$ cat src/rtl/imm_decode_pkg.sv
// Shared definitions for the immediate decode stage: instruction field layout,
// extension classes, buffer state encoding and the buffered entry layout.
package imm_decode_pkg;

    localparam int OPC_MSB = 31;
    localparam int OPC_LSB = 28;
    localparam int FIELD_W = 28;

    localparam logic [1:0] TIPO_17 = 2'b00;
    localparam logic [1:0] TIPO_20 = 2'b01;
    localparam logic [1:0] TIPO_24 = 2'b10;
    localparam logic [1:0] TIPO_28 = 2'b11;

    localparam logic [3:0] OPC_NOIMM = 4'hF;

    typedef enum logic [1:0] {
        ST_EMPTY = 2'd0,
        ST_ONE   = 2'd1,
        ST_TWO   = 2'd2
    } state_t;

    typedef struct packed {
        logic [31:0] imm;
        logic [3:0]  opcode;
        logic [1:0]  tipo;
        logic        has_imm;
    } entry_t;

    // The no-immediate opcode falls back to class 00.
    function automatic logic [1:0] opcode_tipo(input logic [3:0] opcode);
        logic [1:0] tipo;
        tipo = TIPO_17;
        if (opcode <= 4'h7)      tipo = TIPO_17;
        else if (opcode <= 4'hB) tipo = TIPO_20;
        else if (opcode <= 4'hD) tipo = TIPO_24;
        else if (opcode == 4'hE) tipo = TIPO_28;
        return tipo;
    endfunction

endpackage

$ cat src/rtl/imm_decode_stage_sext.sv
// Combinational sign extension of the 28-bit immediate field, width chosen by tipo.
module imm_sext
    import imm_decode_pkg::*;
(
    input  logic [FIELD_W-1:0] field,
    input  logic [1:0]         tipo,
    output logic [31:0]        imm
);

    always_comb begin
        imm = '0;
        case (tipo)
            TIPO_17: imm = {{15{field[16]}}, field[16:0]};
            TIPO_20: imm = {{12{field[19]}}, field[19:0]};
            TIPO_24: imm = {{8{field[23]}},  field[23:0]};
            TIPO_28: imm = {{4{field[27]}},  field[27:0]};
            default: imm = '0;
        endcase
    end

endmodule

$ cat src/rtl/imm_decode_stage.sv
// Immediate decode stage: classifies and sign-extends the instruction immediate,
// then queues the result in a two-entry skid buffer with a registered in_ready.
module imm_decode_stage
    import imm_decode_pkg::*;
#(
    parameter bit ZERO_NOIMM = 1'b1
) (
    input  logic        clk,
    input  logic        reset,
    input  logic        flush,
    input  logic        in_valid,
    output logic        in_ready,
    input  logic [31:0] in_instr,
    output logic        out_valid,
    input  logic        out_ready,
    output logic [31:0] out_imm,
    output logic [3:0]  out_opcode,
    output logic [1:0]  out_tipo,
    output logic        out_has_imm,
    output logic [15:0] imm_count
);

    logic [3:0]         dec_opcode;
    logic [FIELD_W-1:0] dec_field;
    logic [1:0]         dec_tipo;
    logic               dec_has_imm;
    logic [31:0]        sext_imm;
    entry_t             dec_entry;

    state_t      state_reg, state_next;
    entry_t      head_reg, skid_reg;
    logic        in_ready_reg;
    logic [15:0] imm_count_reg;
    logic        push, pop;

    assign dec_opcode  = in_instr[OPC_MSB:OPC_LSB];
    assign dec_field   = in_instr[FIELD_W-1:0];
    assign dec_has_imm = (dec_opcode != OPC_NOIMM);
    assign dec_tipo    = opcode_tipo(dec_opcode);

    imm_sext u_sext (
        .field (dec_field),
        .tipo  (dec_tipo),
        .imm   (sext_imm)
    );

    always_comb begin
        dec_entry.opcode  = dec_opcode;
        dec_entry.tipo    = dec_tipo;
        dec_entry.has_imm = dec_has_imm;
        if (dec_has_imm)
            dec_entry.imm = sext_imm;
        else
            dec_entry.imm = ZERO_NOIMM ? 32'h0 : {4'b0, dec_field};
    end

    assign out_valid = (state_reg != ST_EMPTY);
    assign push      = in_valid && in_ready_reg;
    assign pop       = out_valid && out_ready;

    always_comb begin
        state_next = state_reg;
        case (state_reg)
            ST_EMPTY: if (push) state_next = ST_ONE;
            ST_ONE: begin
                if (push && !pop)      state_next = ST_TWO;
                else if (pop && !push) state_next = ST_EMPTY;
            end
            ST_TWO:   if (pop) state_next = ST_ONE;
            default:  state_next = ST_EMPTY;
        endcase
        if (flush)
            state_next = ST_EMPTY;
    end

    always_ff @(posedge clk or posedge reset) begin
        if (reset) begin
            state_reg     <= ST_EMPTY;
            head_reg      <= '0;
            skid_reg      <= '0;
            in_ready_reg  <= 1'b0;
            imm_count_reg <= 16'h0;
        end else begin
            state_reg    <= state_next;
            in_ready_reg <= (state_next != ST_TWO);
            // Flush drops both handshakes; payload registers keep their last value.
            if (!flush) begin
                if (pop && head_reg.has_imm)
                    imm_count_reg <= imm_count_reg + 16'd1;
                case (state_reg)
                    ST_EMPTY: if (push) head_reg <= dec_entry;
                    ST_ONE: begin
                        if (push && pop) head_reg <= dec_entry;
                        else if (push)   skid_reg <= dec_entry;
                    end
                    ST_TWO:   if (pop) head_reg <= skid_reg;
                    default: ;
                endcase
            end
        end
    end

    assign in_ready    = in_ready_reg;
    assign out_imm     = head_reg.imm;
    assign out_opcode  = head_reg.opcode;
    assign out_tipo    = head_reg.tipo;
    assign out_has_imm = head_reg.has_imm;
    assign imm_count   = imm_count_reg;

endmodule

$ cat config.mk
export PLATFORM = sky130hd
export DESIGN_NAME = imm_decode_stage
export DESIGN_NICKNAME = d
export VERILOG_FILES = /design/src/rtl/imm_decode_pkg.sv /design/src/rtl/imm_decode_stage_sext.sv /design/src/rtl/imm_decode_stage.sv
export SDC_FILE = /design/constraint.sdc
export NUM_CORES = 1
export LEC_CHECK = 0
export CORE_MARGIN = 4
export CORE_UTILIZATION = 45
export DETAILED_ROUTE_END_ITERATION = 6
export PLACE_DENSITY = 0.82
export SLEW_MARGIN = 20
export SYNTH_ARGS = -nofsm -noshare
export SYNTH_HDL_FRONTEND = slang
export SYNTH_SLANG_ARGS = --single-unit
$ cat constraint.sdc
create_clock -name clk -period 2.85 [get_ports clk]
set_input_delay 0.57 -clock clk [delete_from_list [all_inputs] [get_ports clk]]
set_output_delay 0.57 -clock clk [all_outputs]
set_load 0.02 [all_outputs]
==> results of run 1 <==
kinds of logic (layout without fill, tap and decap cells):
family / count (synthesis) / count (layout) / synth area share, %
XOR/XNOR: 15 / 15 / 3.17
buffers and inverters: 39 / 125 / 4.49
flip-flops: 89 / 89 / 53.7
AO/OA/AOI/OAI: 95 / 95 / 14.3
multiplexers: 30 / 30 / 8.45
adder cells (fa/ha/maj): 1 / 1 / 0.302
AND/OR/NAND/NOR: 141 / 141 / 15.6
routing by layer:
layer / part of all wire, % / up-vias
met2: 48 / 106
met3: 4.7 / 22
li1: - / 1563
met4: 2.3 / 0
met5: 0 / -
met1: 45 / 1550
per-stage QoR:
stage | utilization, % | area, um^2 | hold slack (ps)
6_report | 61.3 | 5420 | 472
3_3_place_gp | 58.3 | 5160 | 455
5_1_grt | 61.3 | 5420 | 510
3_5_place_dp | 58.3 | 5160 | 465
2_1_floorplan | - | 4150 | 450
4_1_cts | 61.3 | 5420 | 477
layout by cell type, fill, tap and decap left out, types with 2 or more instances in the layout:
cell type,count
and3_1,3
bufinv_16,4
nand3_1,3
o21bai_1,2
mux2i_1,5
nor3_1,5
buf_12,3
clkdlybuf4s50_1,93
buf_4,4
clkinvlp_4,4
inv_1,7
mux2_2,20
a2bb2oi_1,2
nand2b_1,5
nand4_1,2
xor2_1,9
a22o_1,6
dfrtp_1,89
xnor2_1,6
a211oi_1,5
a21oi_1,11
nand2_1,91
o21ai_0,53
clkbuf_8,9
o31ai_1,6
mux2_4,5
or3_1,2
nor2_1,18
a221o_1,4
power breakdown:
part / switching (mW) / internal [mW]
logic: 0.463 / 0.492
clock network: 0.460 / 0.671
registers: 0.166 / 1.53
worst max-delay path, stage by stage:
cell,delay [ps]
clkdlybuf4s50_1,520
nand2b_2,270
or4_2,600
buf_12,220
nor2_1,280
a22o_1,180
Yosys cell counts, drive strengths merged (2+ instances only):
cell and instances:
o31ai 6, dfrtp 89, nand2b 6, and3 3, nor3 5, xnor2 6
nand2 91, nand3 3, a221o 4, a21oi 11, mux2i 5, clkbuf 17
a22o 6, nand4 2, o21ai 54, a211oi 5, nor2 18, nor4 2
o21bai 2, buf 13, a2bb2oi 2, mux2 25, or3 2, or4 2
inv 8, xor2 9
worst max path at each step:
stage,depth (start not counted),endpoint,start
after detailed placement,6,skid_reg[32],out_ready
after global routing,6,skid_reg[26],out_ready
after global placement,6,skid_reg[37],out_ready
final,6,skid_reg[26],out_ready
after floorplan,5,skid_reg[0],out_ready
after CTS,6,skid_reg[26],out_ready
final cells by class:
class | instances | area, um^2
clock buffer | 9 | 124
sequential | 89 | 2230
fill | 757 | 3420
clock inverter | 7 | 143
inverter | 9 | 37.5
tap | 108 | 135
timing repair buffer | 100 | 1020
multi-input combinational | 282 | 1740
==> flow_summary.ini, run 1 <==
[route]
final_antenna_net_count = 0
vias = 3241
first_pass_iters = 4
drc = 0
wl_per_cell_um = 15.6
viasPerCell = 5.37
drtIter0Drc = 180
wirelength_um = 9420

[yosys]
async_flop_share_pct = 100
ys_seq_area_share_pct = 53.7
synthesis.nets = 448
yosys.area.top_type = dfrtp_1
syn_area_mm2 = 0.00415
syn_avg_cell_area_um2 = 10.1
synth_top_area_share_pct = 53.7
ys_ff_latch = 89
synth_edf_count = 0
yosys-top-cells-area = dfrtp_1 (54%), nand2_1 (8.2%), o21ai_0 (6.4%)
ys.flop_type = dfrtp_1
ys_warn_count = 0
synth_cell_types = 47
synth_cells = 410

[min_path]
holdPathStages = 1
worstHoldStart = imm_count[15]
hold_end = imm_count[15]
hold_class = flip-flop to flip-flop

[sta]
setup_tns_ps = 0
fin_crit_sh_pct = 83.1
finalClockSkew_ps = 8.78
hold_viol_final = 0
layout_setup_ws_ps = 481
rsz0062_at_grt = false
slew_headroom_pct = 40.1
finalCriticalPeriod_ps = 2370
clock.fmax_mhz = 422
finalMaxSlewViolations = 0
setup_violations = 0
tightest_slew_ps = 899

[clocking]
cts_buffers = 9
cts_resized = 0
tritoncts = yes
post_cts_buffers = 0
clockRootBuffer = clkbuf_8
clkSlewWorstSetupHoldPaths_ps = 90
cts_sinks = 89
postCtsHoldBufs = 0
clk_latency_ps = 350
h-tree-depth = 3
cts_buffer_depth = 2

[layout]
diodes = 0
drive_above_1_share_pct = 11.9
instances_no_fill = 604
syn_to_final_growth_pct = 30.8
fin_nets = 529
largest_reg_flops = 35

[die]
initial_utilization_pct = 46.9
die-width_um = 104
fp-row-count = 34
io-pin-count = 94
die-height_um = 104
die_area_mm2 = 0.0108
core_area_mm2 = 0.00885

[worst_setup_path]
rr_endpoint = out_imm[30]
reg2reg_slack_ps = 760
crit_path_end_kind = flip-flop
worstPathRequired_ps = 3140
crit_fanout = 61
worstSetupPathType = primary input to flip-flop
cp.arrival_ps = 2660
reg2reg_from = state_reg[0]
critPathLaunchType = primary input
reg2reg_depth = 3

[grt]
grt_pass1_vias = 3256
grt_max_degree = 62
grt_use_total_pct = 17.8
grt_pass1_wl_um = 16000
use_met2_pct = 29.2
grt_overflow = 0
busiest_layer = met2
grt_util_met1_pct = 23.2
use_met3_pct = 3.48
grt_antenna_before_repair = 0

[outcome]
status = finished, final reports clean

[power]
power_mw = 3.78
pwr_density_cell_mw_per_mm2 = 696
irDropWorstVdd_uv = 347
power.leakage_nw = 2.40

[placed_design]
dp.cells = 588
io_buffers = 93
routabilityCongestion = 0.800
pre_cts_ws_ps = 171
hpwl_um = 6590

[flow_run]
drv_cap = 0
Note: power is estimated with default switching activity, not from simulation.
==> run 2, diff against run 1 <==
--- a/config.mk
+++ b/config.mk
@@ -6,9 +6,9 @@
 export NUM_CORES = 1
 export LEC_CHECK = 0
 export CORE_MARGIN = 4
-export CORE_UTILIZATION = 45
+export CORE_UTILIZATION = 47
 export DETAILED_ROUTE_END_ITERATION = 6
-export PLACE_DENSITY = 0.82
+export PLACE_DENSITY = 0.81
 export SLEW_MARGIN = 20
 export SYNTH_ARGS = -nofsm -noshare
 export SYNTH_HDL_FRONTEND = slang
==> constraint.sdc (replaced) <==
create_clock -name clk -period 2.45 [get_ports clk]
set_input_delay 0.49 -clock clk [delete_from_list [all_inputs] [get_ports clk]]
set_output_delay 0.49 -clock clk [all_outputs]
set_load 0.02 [all_outputs]
==> flow_summary.ini, run 2 (synthesis gave the netlist of run 1 again) <==
[worst_setup_path]
cp.arrival_ps = 1720
startpoint = state_reg[1]
rr_endpoint = skid_reg[37]
critPathLaunchType = flip-flop
reg2reg_slack_ps = 450
reg2reg_from = state_reg[1]
cp-endpoint = out_valid
worstPathRequired_ps = 1960
crit_fanout = 11
crit_path_end_kind = output pin
crit_path_top_delay_cell = clkdlybuf4s50_1
reg2reg_depth = 4
path_cells = or2_2 -> clkdlybuf4s50_1
slowest_delay_ps = 540
worstSetupPathType = flip-flop to output pin

[clocking]
postCtsHoldBufs = 0
clockRootBuffer = clkbuf_8
post_cts_buffers = 0
cts_resized = 0
cts_buffers = 9
tritoncts = yes
clkSlewWorstSetupHoldPaths_ps = 90
cts_buffer_depth = 2
cts_sinks = 89
clk_latency_ps = 350
h-tree-depth = 3

[power]
p_comb_share_pct = 26.9
pwr_density_cell_mw_per_mm2 = 757
intPower_mw = 2.83
switching_share_pct = 30.8
irDropWorstVdd_uv = 461
power_frac_clock_pct = 25.0
p_switching_mw = 1.26
power.leakage_nw = 2.40
seqPwrFrac_pct = 48.1

[sta]
fin_crit_sh_pct = 90.2
setup_tns_ps = 0
rsz0062_at_grt = false
setup_violations = 0
finalClockSkew_ps = 6.55
layout_setup_ws_ps = 241
tightest_slew_ps = 517
finalCriticalPeriod_ps = 2210
finalMaxSlewViolations = 0
slew_headroom_pct = 65.5
clock.fmax_mhz = 453
hold_viol_final = 0

[layout]
largest_reg_flops = 35
layout_commonest_cell = clkdlybuf4s50_1
drive_above_1_share_pct = 12.9
final_cell_mix = clkdlybuf4s50_1 (93), nand2_1 (91), dfrtp_1 (89)
fin_nets = 535
syn_to_final_growth_pct = 30.3
diodes = 0

[placed_design]
hpwl_um = 6310
io_buffers = 93
pre_cts_ws_ps = -61.1
routabilityCongestion = 0.845

[grt]
use_met2_pct = 30.0
grt_overflow = 0
grt_use_total_pct = 17.9
grt_pass1_vias = 3214
use_met3_pct = 5.05
grt_max_degree = 90
grt_util_met1_pct = 22.8
grt_antenna_before_repair = 0
grt_pass1_wl_um = 14900
busiest_layer = met2

[flow_run]
drv_cap = 0

[outcome]
status = finished, final reports clean

[die]
initial_utilization_pct = 48.0
fp-row-count = 34
io-pin-count = 94
die-height_um = 102
core_area_mm2 = 0.00864
die_area_mm2 = 0.0104
die-width_um = 102

[route]
wl_per_cell_um = 14.4
vias = 3190
drtIter0Drc = 157
viasPerCell = 5.23
wirelength_um = 8810
first_pass_iters = 4
drc = 0
final_antenna_net_count = 0

[min_path]
hold_class = flip-flop to flip-flop
## run 2: worst min-delay path by stage
stage / cells after the start / endpoint / startpoint
after floorplan: 2 / skid_reg[10] / skid_reg[10]
after global placement: 1 / imm_count[15] / imm_count[15]
after detailed placement: 2 / out_imm[23] / out_imm[23]
after CTS: 2 / skid_reg[19] / skid_reg[19]
after global routing: 1 / imm_count[15] / imm_count[15]
final: 1 / imm_count[15] / imm_count[15]
## run 2: layout make-up
class,instances,area [um^2]
clock inverters,7,77.6
fillers,700,3230
well taps,108,135
clock buffers,9,124
multi-input cells,282,1740
inverters,9,37.5
flip-flops and latches,89,2230
repair buffers,106,1070
## run 2: worst max-delay path: cells and delay by family, from the launching register on
kind / cells / cell delay (ps)
buffers and inverters: 1 / 540
DFF: 1 / 490
and+or+nand+nor: 1 / 350
## run 2: through the flow
stage / hold WS [ps] / utilization [%] / cell area (um^2) / std cells / power [mW]
2_1_floorplan: 450 / - / 4150 / 410 / 2.58
3_5_place_dp: 470 / 60.2 / 5200 / 594 / 3.11
6_report: 486 / 62.6 / 5400 / 610 / 4.09
4_1_cts: 491 / 62.6 / 5400 / 610 / 4.14
5_1_grt: 520 / 62.6 / 5400 / 610 / 4.33
3_3_place_gp: 456 / 60.2 / 5200 / 594 / 3.06
## run 2: per-layer routing
layer / vias to the layer above / part of all wire, %
met4: 0 / 1.1
met5: - / 0
li1: 1574 / -
met3: 12 / 5.5
met1: 1526 / 44
met2: 78 / 50
## run 2: power groups by stage
stage          clock network, mW  logic [mW]  registers, mW
2_1_floorplan                  0       0.446           2.14
4_1_cts                     1.06        1.12           1.97
5_1_grt                     1.12        1.20           2.01
6_report                    1.02        1.10           1.97
3_5_place_dp                   0        1.12           1.99
3_3_place_gp                   0        1.08           1.98
==> RTL edit, RTL diff (flow settings as in run 1) <==
Make the reset (`reset`) synchronous in one clocked block.
--- a/src/rtl/imm_decode_stage.sv
+++ b/src/rtl/imm_decode_stage.sv
@@ -73,7 +73,7 @@
             state_next = ST_EMPTY;
     end
 
-    always_ff @(posedge clk or posedge reset) begin
+    always_ff @(posedge clk) begin
         if (reset) begin
             state_reg     <= ST_EMPTY;
             head_reg      <= '0;
Behaviour: differs if reset is asserted again (counterexample within 4 cycles, from zero or initial values and one cycle with reset high); with reset held inactive, the same outputs for 4 cycles.
==> RTL edit against run 1 <==
Sequential cell count unchanged. Synthesized cell count rose by 21%. Design area shrank 4.0%. Synthesized area shrank 1.0%. Worst setup slack better by 150 ps. Routed wire length rose by 9.5%. Largest cell class is now multi-input combinational cells.
Power is not compared: it rests on default switching activity, and its combinational part moved more than twofold at a synthesized area within 25%.
==> RTL edit: results (changes against run 1) <==
[setup_path]
crit_path_end = out_valid
crit_path_max_fanout = 11  ; -82%
reg2reg_depth = 5  ; +2
worst-r2r-setup-slack_ps = 970  ; +210 ps
critPathLaunch = state_reg[1]
r2r-end = skid_reg[37]
cp_slowest_cell = clkdlybuf4s50_1
reg2reg_start = state_reg[0]

[worst_hold_path]
hold_path.class = flop to flop
worstHoldStart = skid_reg[26]
hold-path-cell-count = 2  ; +1
min_to = out_imm[19]

[clock_network]
cts-htree-levels = 3  ; unchanged
max-clock-path-buffers = 2  ; unchanged

[routing]
met2RoutedLength_mm = 5.11  ; +13%
dr_wl_met3_um = 685  ; +54%
wl_per_cell_um = 15.2  ; -2.4%
drt_first_pass_iters = 5  ; +1
detailedRoute.firstIterationViolations = 183  ; +1.7%
drt-vias-per-instance = 5.64  ; +5.2%
met1Wirelength_mm = 4.49  ; +5.3%
drt_wl_total_mm = 10.3  ; +9.5%

[sta]
whs_ps = 460  ; -12.3 ps
tightestPinTransition_ps = 615  ; -283 ps
clock-skew-final_ps = 9.28  ; +0.504 ps
finalWorstSetupSlack_ps = 630  ; +149 ps

[pwr]
power_mw = 2.41
worst_ir_drop_vdd_mv = 0.243

[global_route]
largest_net_degree_at_the_start_of_global_routing = 50  ; -19%
grtUsageMet1 = 0.241  ; +0.00924
groute.layer.met3.usage = 0.0510  ; +0.0162
grt.met2_usage = 0.330  ; +0.0384
grt_first_pass_wirelength_mm = 17.9  ; +12%
grt_util_all_layers = 0.195  ; +0.0165
grt_pass1_vias = 3868  ; +19%

[synthesis]
synth_top_cells_by_area = dfxtp_1 43%, nand2_1 6.7%, nor2_1 6.1%
post_synth_most_frequent_cells = 89 x dfxtp_1, 73 x nand2_1, 67 x nor2_1
post_synth_inst_count = 495  ; +21%
post_synth_xor_area_fraction = 0.0213  ; -0.0103
synth-async-reset-ratio = 0  ; -1.00
synth_cell_types = 56  ; +19%
primary_ff_master_synth = dfxtp_1
adder_and_majority_gate_portion_of_the_synthesized_area = 0.00305  ; +0.0000313
synth_compound_gate_area_share = 0.172  ; +0.0286
fraction_of_the_yosys_area_taken_by_sequential_cells = 0.434  ; -0.103
synthesis.nets = 533  ; +19%
multiplexer_share_of_the_synthesized_area = 0.0131  ; -0.0714

[placement]
post-dp-hpwl_mm = 7.30  ; +11%
detailed_place.area_um2 = 5020  ; -2.7%
place_ws_ps = 310  ; +139 ps
globalplace.congestion = 0.785  ; -1.9%
dp.cells = 662  ; +13%

[layout]
nNetsFinal = 603  ; +14%
fraction_of_layout_cells_with_a_size_suffix_above_1 = 0.0754  ; -0.0435
n_fill_cell = 798  ; +5.4%

[run_status]
outcome = complete, no violations

## RTL edit: cell count changes in the layout (fill, tap and decap cells not counted), moves of 7 or more
| cell | change |
|---|---|
| a311oi_1 | +21 |
| nor4b_1 | +13 |
| o21ai_0 | -50 |
| dfrtp_1 | -89 |
| nand2_1 | -18 |
| nor2_1 | +49 |
| xor2_1 | -9 |
| a21oi_1 | +28 |
| dfxtp_1 | +89 |
| mux2_2 | -17 |
| nand3_1 | +14 |
| buf_4 | +7 |
## RTL edit: cell type report
cell class / count / area (µm²) / area share
Clock buffer: 11 / 151 / 0.0291
Clock inverter: 5 / 37.5 / 0.00721
Inverter: 12 / 45.0 / 0.00865
Multi-Input combinational cell: 348 / 2030 / 0.389
Sequential cell: 89 / 1780 / 0.342
Tap cell: 108 / 135 / 0.0259
Timing Repair Buffer: 105 / 1030 / 0.198
## RTL edit: worst max-delay path: cells and delay by family (launching register included)
kind / cells / cell delay [ps]
flip-flops: 1 / 510
AND/OR/NAND/NOR: 1 / 130
buffers and inverters: 2 / 670
